<file path="src/rtl/serial_add_pkg.sv">
// rtl/serial_add_pkg.sv - shared state encoding and defaults for the bit-serial adder sequencer
package serial_add_pkg;

  typedef enum logic [1:0] {SA_IDLE, SA_RUN, SA_DONE} sa_state_t;

  localparam int SA_WIDTH_DEFAULT = 8;

endpackage

</file>
<file path="src/rtl/sa_shift_reg.sv">
// rtl/sa_shift_reg.sv - parallel-load, shift-right register with serial input at the MSB
module sa_shift_reg #(
  parameter int WIDTH = 8
) (
  input  logic             clk,
  input  logic             rst_n,
  input  logic             load,
  input  logic [WIDTH-1:0] load_data,
  input  logic             shift,
  input  logic             ser_in,
  output logic [WIDTH-1:0] q
);

  // Load wins over shift so an accept always starts from clean operands.
  always_ff @(posedge clk or negedge rst_n) begin
    if (!rst_n) begin
      q <= '0;
    end else if (load) begin
      q <= load_data;
    end else if (shift) begin
      q <= {ser_in, q[WIDTH-1:1]};
    end
  end

endmodule

</file>
<file path="src/rtl/serial_add_seq.sv">
// rtl/serial_add_seq.sv - LSB-first operand sequencer for an external full_adder; SERIAL_ADD_SUB_EN adds in_sub
module serial_add_seq
  import serial_add_pkg::*;
#(
  parameter int WIDTH = SA_WIDTH_DEFAULT
) (
  input  logic             clk,
  input  logic             rst_n,
  input  logic             in_valid,
  output logic             in_ready,
  input  logic [WIDTH-1:0] in_a,
  input  logic [WIDTH-1:0] in_b,
  input  logic             in_cin,
`ifdef SERIAL_ADD_SUB_EN
  input  logic             in_sub,
`endif
  output logic             fa_a0,
  output logic             fa_b0,
  output logic             fa_c0,
  input  logic             fa_s_out,
  input  logic             fa_c_out,
  output logic             out_valid,
  input  logic             out_ready,
  output logic [WIDTH-1:0] out_sum,
  output logic             out_cout,
  output logic             busy
);

  localparam int CNT_W = $clog2(WIDTH);
  // WIDTH-1 always fits in CNT_W bits, so this compare never sees a wrapped value.
  localparam logic [CNT_W-1:0] CNT_LAST = CNT_W'(WIDTH - 1);

  sa_state_t        state, state_nxt;
  logic [CNT_W-1:0] cnt;
  logic             carry_q;
  logic             accept, run, done;
  logic [WIDTH-1:0] a_q, b_q, sum_q, b_load;
  logic             carry_load;
  logic             unused_upper;

`ifdef SERIAL_ADD_SUB_EN
  assign b_load     = in_sub ? ~in_b : in_b;
  assign carry_load = in_sub ? 1'b1  : in_cin;
`else
  assign b_load     = in_b;
  assign carry_load = in_cin;
`endif

  always_ff @(posedge clk or negedge rst_n) begin
    if (!rst_n) begin
      state <= SA_IDLE;
    end else begin
      state <= state_nxt;
    end
  end

  always_comb begin
    state_nxt = state;
    case (state)
      SA_IDLE: if (in_valid)         state_nxt = SA_RUN;
      SA_RUN:  if (cnt == CNT_LAST)  state_nxt = SA_DONE;
      SA_DONE: if (out_ready)        state_nxt = SA_IDLE;
      default:                       state_nxt = SA_IDLE;
    endcase
  end

  assign accept = (state == SA_IDLE) && in_valid;
  assign run    = (state == SA_RUN);
  assign done   = (state == SA_DONE);

  always_ff @(posedge clk or negedge rst_n) begin
    if (!rst_n) begin
      cnt     <= '0;
      carry_q <= 1'b0;
    end else if (accept) begin
      cnt     <= '0;
      carry_q <= carry_load;
    end else if (run) begin
      cnt     <= cnt + CNT_W'(1);
      carry_q <= fa_c_out;
    end
  end

  sa_shift_reg #(.WIDTH(WIDTH)) u_a_sh (
    .clk(clk), .rst_n(rst_n), .load(accept), .load_data(in_a),
    .shift(run), .ser_in(1'b0), .q(a_q)
  );

  sa_shift_reg #(.WIDTH(WIDTH)) u_b_sh (
    .clk(clk), .rst_n(rst_n), .load(accept), .load_data(b_load),
    .shift(run), .ser_in(1'b0), .q(b_q)
  );

  sa_shift_reg #(.WIDTH(WIDTH)) u_sum_sh (
    .clk(clk), .rst_n(rst_n), .load(accept), .load_data('0),
    .shift(run), .ser_in(fa_s_out), .q(sum_q)
  );

  // Only the LSBs of the operand registers reach the adder.
  assign unused_upper = ^{a_q[WIDTH-1:1], b_q[WIDTH-1:1]};

  assign fa_a0     = run & a_q[0];
  assign fa_b0     = run & b_q[0];
  assign fa_c0     = run & carry_q;

  assign in_ready  = (state == SA_IDLE);
  assign busy      = run | done;
  assign out_valid = done;
  assign out_sum   = done ? sum_q : '0;
  assign out_cout  = done & carry_q;

endmodule

</file>
<file path="config.mk">
export PLATFORM = sky130hd
export DESIGN_NAME = serial_add_seq
export DESIGN_NICKNAME = d
export VERILOG_FILES = /design/src/rtl/serial_add_pkg.sv /design/src/rtl/sa_shift_reg.sv /design/src/rtl/serial_add_seq.sv
export SDC_FILE = /design/constraint.sdc
export NUM_CORES = 1
export LEC_CHECK = 0
export ABC_AREA = 0
export CAP_MARGIN = 20
export CORE_ASPECT_RATIO = 0.7
export CORE_MARGIN = 1
export CORE_UTILIZATION = 42
export CTS_CLUSTER_SIZE = 10
export DETAILED_ROUTE_END_ITERATION = 8
export GPL_ROUTABILITY_DRIVEN = 1
export PLACE_DENSITY = 0.79
export SETUP_SLACK_MARGIN = 0.4
export SYNTH_ARGS = -nofsm -noshare
export SYNTH_HDL_FRONTEND = slang
export SYNTH_SLANG_ARGS = --single-unit
</file>
<file path="constraint.sdc">
create_clock -name clk -period 1.79 [get_ports clk]
set_input_delay 0.4475 -clock clk [delete_from_list [all_inputs] [get_ports clk]]
set_output_delay 0.4475 -clock clk [all_outputs]
set_load 0.03 [all_outputs]
</file>
==> metrics.md <==
| Metric | Value |
|---|---|
| Largest family of logic cells by synthesized area | multiplexers |
| Number of failing hold endpoints at the final stage | 0 |
| CTS tree | done |
| H-Tree Depth | 2 |
| Total design power | 0.00408 W |
| Critical hold path startpoint | cnt[1] |
| Share of the synthesized area in the top cell type | about half |
| Worst r2r path cells | 5 |
| Via density | 4.86 |
| Min cycle time layout | 1.78 ns |
| Post-Synthesis Cell Area | 0.00147 mm² |
| DR pass1 iterations | 4 |
| Final setup slack of the worst path | 0.0118 ns |
| Util after Layout | around 72% |
| Post-Synth Adder-Cell Area | about 5.1% |
| Critical path arrival | just under 2 ns |
| Cell type with the highest aggregate area in the netlist | dfrtp_1 |
| Post-synthesis mux area share | ~19% |
| Leading post-synthesis cells by instance count | dfrtp_1, mux2i_1, nand2_1, o21ai_0, nor2_1 |
| Std cell rows | 17 |
| Worst slack, placed | -0.110 ns |
| Post-synthesis cell type count | 15 |
| Headroom to the max-slew limit | 74.4% |
| Die Ht | between 50 and 60 µm |
| Reg2reg start | state[1] |
| Die outline area | between 0.003 and 0.004 mm² |
| Final wirelength | ~3.4 mm |
| Clock buffer depth | 2 |
| Sequential cell fraction of total power | between 20% and 30% |
| Routed Antenna Nets | 0 |
| Worst-path clk slew | 0.07 ns |
| Lkg Pwr | between 1 and 1.5 nW |
| Switching part of the total power | 36.4% |
| Power density of the placed cells | about 1800 mW/mm² |
| Kind of critical path | flip-flop to flip-flop |
| Yosys warning count | 0 |
| HPWL after detailed placement | ~2.1 mm |
| CP endpoint kind | flip-flop |
| Max-slew violation total from the final report | 0 |
| Total via count in the routed design | between 1k and 1.5k |
| Final-layout fill cell count | 221 |
| Area fraction in and, or, nand and nor cells after synthesis | 14.3% |
| Startpoint types | flip-flop |
| Hold-fix buffer count after cts | 0 |
| Sum of overflow across all layers after global routing | 0 |
| Post-synthesis sequential element count | 30 |
| Maximum fanout count along the critical path | 5 |
| Data required time of the worst path | about 2.0 ns |
| Share of total power in combinational logic | 57.1% |
| Final weighted congestion in routability-driven placement | 0.757 |
| Number of setup violations in the final report | 0 |
| Area added between synthesis and finish | 57.9% |
| Gate count after technology mapping | approximately 140 |
| # IOs | 38 |
| Part of the power in the clock network | a little over an eighth |
| Commonest register cell after synthesis | dfrtp_1 |
| Count of input and output buffers | 37 |
| Antenna violations before repair | 0 |
| Register-to-Register Setup Slack | between 0.01 and 0.015 ns |
| Most used standard cell by instance count after synthesis | dfrtp_1 |
| Hold path cells | 2 |
| MaxCap Viol Count | 0 |
| Switching power of the nets | between 0.001 and 0.0015 W |
| Run status | finished clean |
| Classification of the worst-slack hold path | flip-flop to flip-flop |
| Fraction of final layout cells with drive strength greater than 1 | 34.7% |
| TritonCTS Sinks | 30 |
| Post-Synthesis Mean Instance Area | ~11 µm² |
| Slew at the pin closest to its max-slew limit | about 0.38 ns |
| Antenna cells | 0 |
| Core box area | ~0.0033 mm² |
| Maximum number of pins on one net before global-route repair | 46 |
| Async SR Flop Fraction | 100% |
| Worst min-delay path endpoint | cnt[1] |
| Number of global-route vias before repair | between 1k and 1.5k |
| Tcrit/Tclk final | between 90 and 100% |
| First-pass GRT wire length | 5.55 mm |
| Maximum frequency from static timing analysis | about 560 MHz |
| Compound-Gate Fraction of Synth Area | between 6 and 7% |
| Drt initial violations | about 70 |
| Int Pwr | 0.00260 W |
| CTS buffer count | 5 |
| Net count after synthesis | approximately 170 |
| RSZ-0062 raised after global routing | yes |
| DIE WIDTH | roughly 73 µm |
| Dominant cells by area after synthesis | dfrtp_1, mux2i_1, o21ai_0 |
| Reg-to-reg endpoint | state[1] |
| Total GRT Usage | 20.2% |
| Fin Clk Skew | approximately 0.0087 ns |
| Routed wirelength normalized by instance count | approximately 14 µm |
| Clock root buffer master | clkbuf_8 |
| Clock latency at the later pin of the worst-skew pair | around 0.28 ns |
| Post-detailed-route DRC marker count | 0 |
| Portion of the post-synthesis area used by sequential elements | around half |
| Synthesized-area fraction occupied by xor and xnor cells | less than 1% |
| Net count of the finished layout | about 220 |
| Worst vdd ir | between 0.7 and 0.8 mV |
| Number of enable flip-flop cells after synthesis | 0 |
| Starting Density | ~45% |
==> cells by family after synthesis <==
family / Yosys count
fa+ha+maj: 6
simple gates: 43
buf+inv: 14
compound gates: 18
mux: 27
xor+xnor: 1
flops: 30
==> worst max path at each step <==
stage	endpoint	start	slack [ns]	cells past startpoint
after floorplan	state[0]	state[0]	0.22	4
after global placement	state[0]	in_valid	-0.03	4
after CTS	out_sum[6]	state[1]	0.04	4
after detailed placement	state[1]	in_valid	-0.11	4
after global routing	state[1]	state[1]	-0.02	5
final	state[1]	state[1]	0.01	5
==> critical path: stages, from the launching register on <==
cell and delay, ns:
dfrtp_2 0.45, ha_4 0.19, buf_6 0.13, a222oi_1 0.38
buf_4 0.20, mux2_2 0.33
==> layout make-up <==
cell class / count / area, µm² / share of cell area, %
clock buffer: 7 / 86.3 / 3.71
clock inverter: 1 / 5.00 / 0.215
inverter: 5 / 21.3 / 0.914
multi-input combinational: 95 / 767 / 33.0
sequential: 30 / 753 / 32.4
tap: 47 / 58.8 / 2.53
timing repair buffer: 55 / 636 / 27.3
==> flip-flops by register name (all words and copies together) (netlist names) <==
register,flops
cnt,3
u_sum_sh.q,8
carry_q,1
u_b_sh.q,8
u_a_sh.q,8
state,2
==> placed cells by master, fill, tap and decap left out, types with 2 or more instances in the layout <==
cell	instances
o21ai_0	4
dfrtp_2	2
buf_16	2
and2_4	12
mux2i_1	23
dfrtp_1	28
ha_4	3
nand2_1	17
buf_12	3
o21ai_1	12
nor2_1	11
ha_1	3
clkdlybuf4s50_1	22
mux2i_2	2
buf_6	22
nand2b_4	2
clkbuf_8	6
inv_1	3
buf_4	5
==> routing by layer <==
| layer | GRT usage [%] | part of all wire, % | vias to the layer above |
|---|---|---|---|
| met3 | 4.65 | 3.3 | 4 |
| met4 | 5.88 | 0.80 | 0 |
| met1 | 24.0 | 42 | 571 |
| li1 | - | - | 562 |
| met2 | 36.8 | 54 | 29 |
| met5 | 0 | 0 | - |
==> repair_timing <==
item / in CTS / in global routing
setup buffers: 8 / 3
gates resized for setup: 57 / 8
cloned: 2 / 0
setup endpoints to repair: 44 / 45
pin swaps: 7 / 5
==> power groups by stage <==
| stage | Sequential [W] | Clock [W] | Combinational, W |
|---|---|---|---|
| finish | 0.00120 | 0.000552 | 0.00233 |
| global route | 0.00124 | 0.000590 | 0.00251 |
| global placement | 0.00115 | 0 | 0.00145 |
| detailed placement | 0.00118 | 0 | 0.00153 |
| floorplan | 0.00111 | 0 | 0.00120 |
| CTS | 0.00118 | 0.000563 | 0.00219 |
==> metrics by stage <==
stage	std cells	TNS, ns	instance area [µm²]	hold slack, ns
global route	240	-0.0172	2330	0.554
floorplan	139	0	1520	0.152
finish	240	0	2330	0.528
detailed placement	219	-0.217	1910	0.516
global placement	219	-0.0665	1910	0.496
CTS	237	0	2270	0.533
Power figures use the tool's default switching activity.
